File: config.mk
export PLATFORM = sky130hd
export DESIGN_NAME = remote_answer_encoder
export DESIGN_NICKNAME = d
export VERILOG_FILES = /design/src/rtl/remote_pkg.sv /design/src/rtl/btn_debounce.sv /design/src/rtl/remote_answer_encoder.sv
export SDC_FILE = /design/constraint.sdc
export NUM_CORES = 1
export LEC_CHECK = 0
export CORE_AREA = 4 4 70 72
export DETAILED_ROUTE_END_ITERATION = 8
export DIE_AREA = 0 0 74 76
export PLACE_DENSITY_LB_ADDON = 0.1
export SLEW_MARGIN = 20
export SYNTH_ARGS = -nofsm -noshare
export SYNTH_HDL_FRONTEND = slang
export SYNTH_HIERARCHICAL = 1
export SYNTH_SLANG_ARGS = --single-unit
File: constraint.sdc
create_clock -name clk -period 6.7 [get_ports clk]
set_input_delay 1.34 -clock clk [delete_from_list [all_inputs] [get_ports clk]]
set_output_delay 1.34 -clock clk [all_outputs]
set_load 0.01 [all_outputs]
File: src/rtl/remote_pkg.sv
// Shared types, constants and code-map helper for the remote answer encoder.
// Used by remote_answer_encoder.sv (optional macro REMOTE_LOCKOUT_EN lives there).
package remote_pkg;

    localparam logic [7:0] RM_IDLE = 8'hFF;

    typedef enum logic [1:0] {
        IDLE,
        SEND,
        WAIT_REL
    } state_t;

    typedef enum logic [1:0] {
        PLAYER_NONE = 2'd0,
        PLAYER_P1   = 2'd1,
        PLAYER_P2   = 2'd2
    } player_t;

    // One-cold code: P1 choice1..4 pull bit7..bit4 low, P2 choice1..4 pull bit3..bit0 low
    function automatic logic [7:0] codeMap(input player_t player, input logic [3:0] buttons);
        logic [7:0] code;
        code = RM_IDLE;
        for (int i = 0; i < 4; i++) begin
            if (buttons[i]) begin
                if (player == PLAYER_P1) begin
                    code[7 - i] = 1'b0;
                end else if (player == PLAYER_P2) begin
                    code[3 - i] = 1'b0;
                end
            end
        end
        return code;
    endfunction

endpackage

File: src/rtl/btn_debounce.sv
// Two-flop synchronizer followed by a debouncer: the output level only follows
// the synchronized input after DEBOUNCE_CYCLES consecutive differing samples.
module btn_debounce #(
    parameter int DEBOUNCE_CYCLES = 4
) (
    input  logic clk,
    input  logic rst,
    input  logic i_btn,
    output logic o_level
);

    localparam int CW = (DEBOUNCE_CYCLES > 1) ? $clog2(DEBOUNCE_CYCLES) : 1;
    localparam logic [CW-1:0] CNT_LAST = CW'(DEBOUNCE_CYCLES - 1);

    logic          r_sync1;
    logic          r_sync2;
    logic          r_level;
    logic [CW-1:0] r_count;

    // Counter tracks how many samples in a row disagree with the accepted level
    always_ff @(posedge clk) begin
        if (rst) begin
            r_sync1 <= 1'b0;
            r_sync2 <= 1'b0;
            r_level <= 1'b0;
            r_count <= '0;
        end else begin
            r_sync1 <= i_btn;
            r_sync2 <= r_sync1;
            if (r_sync2 == r_level) begin
                r_count <= '0;
            end else if (r_count == CNT_LAST) begin
                r_level <= r_sync2;
                r_count <= '0;
            end else begin
                r_count <= r_count + 1'b1;
            end
        end
    end

    assign o_level = r_level;

endmodule

File: src/rtl/remote_answer_encoder.sv
// Two-player answer buttons -> active-low remote code with fair tie-break.
// Optional macro REMOTE_LOCKOUT_EN: a player who transmitted is locked until new_problem.
module remote_answer_encoder
    import remote_pkg::*;
#(
    parameter int DEBOUNCE_CYCLES = 4,
    parameter int HOLD_CYCLES     = 8
) (
    input  logic       clk,
    input  logic       rst,
    input  logic [3:0] btn_p1,
    input  logic [3:0] btn_p2,
    input  logic       enable,
    input  logic       new_problem,
    output logic [7:0] rm_out,
    output logic       tx_valid,
    output logic       busy
);

    localparam int HW = (HOLD_CYCLES > 1) ? $clog2(HOLD_CYCLES) : 1;
    localparam logic [HW-1:0] HOLD_LAST = HW'(HOLD_CYCLES - 1);

    state_t        r_state;
    state_t        w_nextState;
    player_t       r_lastWinner;
    player_t       w_winner;
    logic [HW-1:0] r_holdCount;
    logic [7:0]    w_rawButtons;
    logic [7:0]    w_deb;
    logic [3:0]    w_deb1;
    logic [3:0]    w_deb2;
    logic [1:0]    w_lockEff;
    logic          w_cand1;
    logic          w_cand2;
    logic          w_winnerReleased;
    logic [7:0]    w_winCode;
    logic [7:0]    w_rmNext;
    logic          w_txNext;
    logic          w_sendDone;

    assign w_rawButtons = {btn_p2, btn_p1};

    for (genvar g = 0; g < 8; g++) begin : g_debounce
        btn_debounce #(
            .DEBOUNCE_CYCLES(DEBOUNCE_CYCLES)
        ) u_debounce (
            .clk    (clk),
            .rst    (rst),
            .i_btn  (w_rawButtons[g]),
            .o_level(w_deb[g])
        );
    end

    assign w_deb1     = w_deb[3:0];
    assign w_deb2     = w_deb[7:4];
    assign w_sendDone = (r_state == SEND) && (r_holdCount == HOLD_LAST);

`ifdef REMOTE_LOCKOUT_EN
    logic [1:0] r_lock;

    // new_problem clears before candidates are evaluated; a finishing SEND re-locks its winner
    always_ff @(posedge clk) begin
        if (rst) begin
            r_lock <= 2'b00;
        end else begin
            r_lock <= w_lockEff;
            if (w_sendDone) begin
                r_lock[(r_lastWinner == PLAYER_P1) ? 0 : 1] <= 1'b1;
            end
        end
    end

    assign w_lockEff = new_problem ? 2'b00 : r_lock;
`else
    logic w_unusedNewProblem;
    assign w_unusedNewProblem = new_problem;
    assign w_lockEff          = 2'b00;
`endif

    assign w_cand1 = $onehot(w_deb1) && !w_lockEff[0];
    assign w_cand2 = $onehot(w_deb2) && !w_lockEff[1];

    // On a tie the player who did not win last time gets the turn
    always_comb begin
        w_winner = PLAYER_P1;
        if (w_cand1 && w_cand2) begin
            w_winner = (r_lastWinner == PLAYER_P2) ? PLAYER_P1 : PLAYER_P2;
        end else if (w_cand2) begin
            w_winner = PLAYER_P2;
        end
    end

    assign w_winCode        = codeMap(w_winner, (w_winner == PLAYER_P1) ? w_deb1 : w_deb2);
    assign w_winnerReleased = (r_lastWinner == PLAYER_P1) ? (w_deb1 == 4'b0000) : (w_deb2 == 4'b0000);

    always_ff @(posedge clk) begin
        if (rst) begin
            r_state      <= IDLE;
            r_holdCount  <= '0;
            r_lastWinner <= PLAYER_P2;
            rm_out       <= RM_IDLE;
            tx_valid     <= 1'b0;
        end else begin
            r_state     <= w_nextState;
            rm_out      <= w_rmNext;
            tx_valid    <= w_txNext;
            r_holdCount <= (r_state == SEND && w_nextState == SEND) ? r_holdCount + 1'b1 : '0;
            if (r_state == IDLE && w_nextState == SEND) begin
                r_lastWinner <= w_winner;
            end
        end
    end

    always_comb begin
        w_nextState = r_state;
        case (r_state)
            IDLE:     if (enable && (w_cand1 || w_cand2)) w_nextState = SEND;
            SEND:     if (w_sendDone) w_nextState = WAIT_REL;
            WAIT_REL: if (w_winnerReleased) w_nextState = IDLE;
            default:  w_nextState = IDLE;
        endcase
    end

    // The code is latched on entry to SEND and then recirculated from rm_out itself
    always_comb begin
        w_rmNext = RM_IDLE;
        w_txNext = 1'b0;
        if (w_nextState == SEND) begin
            w_txNext = 1'b1;
            w_rmNext = (r_state == IDLE) ? w_winCode : rm_out;
        end
    end

    assign busy = (r_state != IDLE);

endmodule

# Yosys cells after proc, flatten, opt, wreduce, memory -nomap -nowiden
# Cells that the tools add are included.
# totals
regBits	56
out_inout_bits	10
wordCells	137
# op_classes
addsub	15
eq_ne	26
muxes	21
n_bitwise	10
n_reduce_logical	28
# op_table
operator	count
$reduce_or A3 Y1	8
$eq A2 B2 Y1 const B	11
$add A2 B1 Y2 const B	8
$reduce_and A2 Y1	8
$mux W1	13
$mux W2	6
$not A1 Y1	10
$add A1 B1 Y2	4
$eq A1 B1 Y1	8
$eq A2 B1 Y1 const B	4
$logic_not A4 Y1	2
$add A2 B2 Y3	2
$eq A3 B1 Y1 const B	2
$pmux W2 S3	1
$logic_and A1 B1 Y1	5
$mux W4	1
$reduce_or A2 Y1	2
$add A3 B1 Y3 const B	1
$eq A3 B3 Y1 const B	1
$logic_not A2 Y1	1
$reduce_bool A2 Y1	1
$logic_or A1 B1 Y1	1

# Depth between registers and ports, before layout
# logic_depth
depth_word	11
ltp_mapped	9

# Cells and area by module
# Netlist, hierarchy kept.
# modules_own_cells
mod	instances	cells_each	area_per_inst_um2	seq_area_each_um2
btn_debounce	8	13	168.9	100.1
remote_answer_encoder	1	87	855.8	320.3

# Least setup slack after synthesis
# Ideal clock, no wire load.
# synth_timing
path_type	register to register
start	register g_debounce[4].u_debounce.r_level
end	register rm_out[0]
arrival_ps	2430
t_required_ps	6569
setup_slack_ps	4139
stages_incl_launch_ff	10
n_path_buf	0
cell_sequence	dfxtp_1 inv_1 fa_1 inv_1 ha_1 ha_1 or3b_4 a311oi_4 o2bb2ai_1 nand2_1
# synth_via
elab_chain_len	10
elab_cells_between_ends	22
# synth_lines
item	line	rtl
start, declared	btn_debounce.sv:17	logic r_level;
start signal, assigned	btn_debounce.sv:33	r_level <= r_sync2;
$add A1 B1 Y2 (implied by the code)	remote_answer_encoder.sv:81	assign w_cand2 = $onehot(w_deb2) && !w_lockEff[1];
$add A2 B2 Y3 (implied by the code)	remote_answer_encoder.sv:81	
$eq A3 B1 Y1	remote_answer_encoder.sv:81	
$logic_or A1 B1 Y1	remote_answer_encoder.sv:117	IDLE: if (enable && (w_cand1 || w_cand2)) w_nextState = SEND;
$logic_and A1 B1 Y1	remote_answer_encoder.sv:117	
$mux W2	remote_answer_encoder.sv:117	
$pmux W2 S3	remote_answer_encoder.sv:116	case (r_state)
$eq A2 B1 Y1	remote_answer_encoder.sv:128	if (w_nextState == SEND) begin
$not A1 Y1 (no source line)	--	
$reduce_or A2 Y1 (no source line)	--	
end signal, assigned	remote_answer_encoder.sv:105	rm_out <= w_rmNext;
end, declared	remote_answer_encoder.sv:15	output logic [7:0] rm_out,
# Several ways; a longest one is shown, not always the timed one.
# A chain may end at the register's enable or synchronous reset.

# Worst setup path in the final report
# layout_timing
start	register r_state[0]
end	output port busy
# layout_via
elab_chain_len	1
# layout_lines
item	line	rtl
start, declared	remote_answer_encoder.sv:23	state_t r_state;
start signal, assigned	remote_answer_encoder.sv:104	r_state <= w_nextState;
$reduce_bool A2 Y1	remote_answer_encoder.sv:134	assign busy = (r_state != IDLE);
end, declared	remote_answer_encoder.sv:17	output logic busy
# Every way passes these cells.

==> summary.txt <==
Floorplanning
  • Io pins: 22
  • Starting density of the core: 0.514
  • Die outline area: 5620 sq um
  • Placeable core region: 4290 sq um
  • Horiz. Die Dim: 74 um
  • Core Rows: 24
  • Die H: 76 um

Logic synthesis
  • Post-synthesis net count: 221
  • Combined area of all synthesized cells: 2210 sq um
  • Yosys warning count: 6
  • Cell count after synthesis: 191
  • Share of the yosys chip area belonging to registers: 0.508
  • Count of cell types in the netlist: 35
  • FF+latch count, synth: 56
  • Avg Synthesized Cell Area: 11.6 sq um

Clock tree
  • Clock slew at the register clock pins of the worst setup and hold paths: 0.09 ns
  • CTS-repair resized insts: 0
  • Clock latency at the later pin of the worst-skew pair: 0.30 ns
  • CTS tree: done
  • H-Tree Depth: 2
  • Quantity of hold-fixing buffers added after cts: 0
  • Setup repair bufs after CTS: 0
  • Number of buffers on the longest clock path: 2
  • CTS root buf: sky130_fd_sc_hd__clkbuf_8
  • Number of buffers created by CTS: 5
  • Number of sinks driven by the clock tree: 56

Worst hold path
  • Worst min-delay path category: reg -> reg
  • Hold Crit Start: r_holdCount[0]

Run
  • Max Cap Viol: 0

Finish
  • Filler Cells Inserted: 383
  • Signed area change from the synthesized netlist to the final layout: 16.0%
  • Share of post-route cells with drive strength above 1: 0.100
  • Diodes inserted: 0
  • Final non-filler cell total: 271
  • Nets: 248

Pwr
  • Leakage component of the power: 0.968 nW
  • Cell Pwr Density: 213 nW/um^2
  • VDD IR-drop max: 0.118 mV

Global routing
  • Global-route wire length before repair: 6630 um
  • Largest net degree at the start of global routing: 48
  • Aggregate global routing overflow: 0
  • Number of global-route vias before repair: 1516
  • Antenna violations before repair: 0
  • Combined global-route utilization of all metal layers: 0.150

Worst setup path
  • Number of buffer and inverter stages on the critical path: 2
  • Crit path cell chain: nor2_8 -> inv_6 -> clkdlybuf4s50_1
  • Setup Crit Path Kind: reg -> out
  • Critical Path Fanout Max: 10
  • Crit path max-delay family: buffers and inverters
  • Largest stage delay, worst path: 0.54 ns
  • Worst Setup Start Kind: register
  • Origin of the worst setup path: r_state[0]
  • Endpoint arrival time on the critical path: 1.53 ns
  • Data required time of the critical path: 5.36 ns
  • Endpoint class of the critical path: output port
  • Launching point of the worst reg2reg path: g_debounce[4].u_debounce/o_level
  • Slowest cell on the critical path: sky130_fd_sc_hd__clkdlybuf4s50_1

Place
  • Setup slack at placement: 3.84 ns
  • Placer congestion estimate: 0.752
  • Final HPWL DP: 2580 um
  • Placed cells: 263
  • IO buf count: 20

Timing
  • Timing-limited maximum frequency: 349 MHz
  • Slew of the pin with the lowest slew margin: 0.943 ns
  • Final number of hold-violating endpoints: 0
  • Worst clock skew: 0.00402 ns
  • Slew HR: 0.371
  • Setup repair after global routing missed its margin: no
  • Count of final max-slew check failures: 0
  • Clock period minus worst slack: 2.87 ns
  • Final worst slack: 3.83 ns
  • Worst Hold Margin: 0.431 ns
  • Sum of negative setup slack: 0 ns
  • Final worst-path cycle share: 0.428
  • Final count of negative-setup-slack endpoints: 0

Routing
  • Routed length on met1: 1630 um
  • Routed Wire Length: 3650 um
  • Iteration-0 DRC Markers: 57
  • Detailed-routed wire length on met3: 135 um
  • Mean routed wirelength per cell: 13.5 um
  • Via count: 1445
  • Remaining design rule violation count: 0
  • Number of iterations in the first detailed-routing pass: 4
  • Met2 Routed Length: 1810 um
  • Routed vias/inst: 5.33
  • Remaining antenna violation count after routing: 0
  • Top routing layer in use: met4

Outcome
  • Result of the run: completed
-- cells in the mapped netlist, drive strengths merged --
| cell | count | area (sq um) |
|---|---|---|
| nor2b | 16 | 100 |
| or3b | 1 | 11.3 |
| nand3 | 2 | 10.0 |
| nor2 | 16 | 76.3 |
| nor4b | 9 | 129 |
| o2bb2ai | 4 | 35.0 |
| and2 | 2 | 12.5 |
| or3 | 1 | 6.26 |
| ha | 16 | 200 |
| xnor2 | 8 | 70.1 |
| fa | 2 | 40.0 |
| o211ai | 1 | 7.51 |
| dfxtp | 56 | 1120 |
| o21ai | 2 | 10.0 |
| nand3b | 1 | 7.51 |
| a221o | 1 | 10.0 |
| a21oi | 1 | 5.00 |
| a221oi | 1 | 8.76 |
| o31ai | 2 | 28.8 |
| a211oi | 4 | 30.0 |
| nor3b | 2 | 20.0 |
| nor4 | 8 | 50.1 |
| nand2 | 11 | 41.3 |
| nor3 | 1 | 5.00 |
| nand2b | 1 | 6.26 |
| mux2i | 8 | 80.1 |
| a311oi | 1 | 26.3 |
| inv | 12 | 50.1 |
| nand4b | 1 | 8.76 |
-- worst reg2reg max path: stages, from the launching register on --
cell                      delay [ns]
sky130_fd_sc_hd__dfxtp_1        0.41
sky130_fd_sc_hd__inv_1          0.10
sky130_fd_sc_hd__fa_1           0.54
sky130_fd_sc_hd__inv_1          0.04
sky130_fd_sc_hd__ha_1           0.17
sky130_fd_sc_hd__ha_1           0.29
sky130_fd_sc_hd__nor3b_1        0.41
sky130_fd_sc_hd__nor2_1         0.16
sky130_fd_sc_hd__o31ai_4        0.46
sky130_fd_sc_hd__nand2_1        0.12
-- cells by family after synthesis --
group | synth area share
buffers and inverters | 0.0227
AND/OR/NAND/NOR | 0.219
XOR/XNOR | 0.0317
AO/OA/AOI/OAI | 0.0731
adder cells (fa/ha/maj) | 0.109
flip-flops | 0.508
multiplexers | 0.0363
-- placed cells by master (no fill, tap or decap), types with 6 or more instances in the layout --
cell                               n
sky130_fd_sc_hd__clkbuf_8          6
sky130_fd_sc_hd__clkdlybuf4s50_1  19
sky130_fd_sc_hd__dfxtp_1          56
sky130_fd_sc_hd__ha_1             16
sky130_fd_sc_hd__inv_1            11
sky130_fd_sc_hd__mux2i_1           8
sky130_fd_sc_hd__nand2_1          11
sky130_fd_sc_hd__nor2_1           15
sky130_fd_sc_hd__nor2b_1          16
sky130_fd_sc_hd__nor4_1            8
sky130_fd_sc_hd__nor4b_2           8
sky130_fd_sc_hd__xnor2_1           8
-- report_power, final --
part	switching (mW)	internal, mW
registers	0.00257	0.339
logic	0.00860	0.00976
clock network	0.102	0.0842
total	0.114	0.432
-- per-layer routing --
| metal | track usage | vias up |
|---|---|---|
| met4 | 0.0634 | 0 |
| li1 | - | 726 |
| met1 | 0.179 | 690 |
| met3 | 0.0462 | 8 |
| met5 | 0 | - |
| met2 | 0.246 | 21 |
-- state kept, by name (all words and copies together) (netlist names) --
name                           count
rm_out                             8
g_debounce.u_debounce/o_level      8
g_debounce.u_debounce/r_sync1      8
r_state                            2
g_debounce.u_debounce/r_count     16
r_holdCount                        3
g_debounce.u_debounce/r_sync2      8
tx_valid                           1
r_lastWinner                       2
-- stage by stage --
| stage | power [mW] | util | area, sq um |
|---|---|---|---|
| 6_report | 0.546 | 0.596 | 2560 |
| 5_1_grt | 0.571 | 0.596 | 2560 |
| 4_1_cts | 0.553 | 0.596 | 2560 |
| 3_5_place_dp | 0.368 | 0.575 | 2470 |
| 3_3_place_gp | 0.366 | 0.575 | 2470 |
| 2_1_floorplan | 0.356 | - | 2210 |
-- worst paths after layout --
kind | end | slack, ns | cells past startpoint
worst max-delay path | busy | 3.83 | 3
worst min-delay path | r_holdCount[0] | 0.43 | 1
worst max register to register | rm_out[5] | 3.87 | 9
worst min register to register | r_holdCount[0] | 0.43 | 1
-- final cells by class --
cell class | count | area, sq um | area share
sequential | 56 | 1120 | 0.438
multi-input combinational | 123 | 1040 | 0.404
timing repair buffer | 20 | 195 | 0.0762
clock buffer | 7 | 86.3 | 0.0337
tap | 52 | 65.1 | 0.0254
inverter | 12 | 50.0 | 0.0195
clock inverter | 1 | 7.51 | 0.00293
No activity file was read; power rests on OpenSTA's default activity.
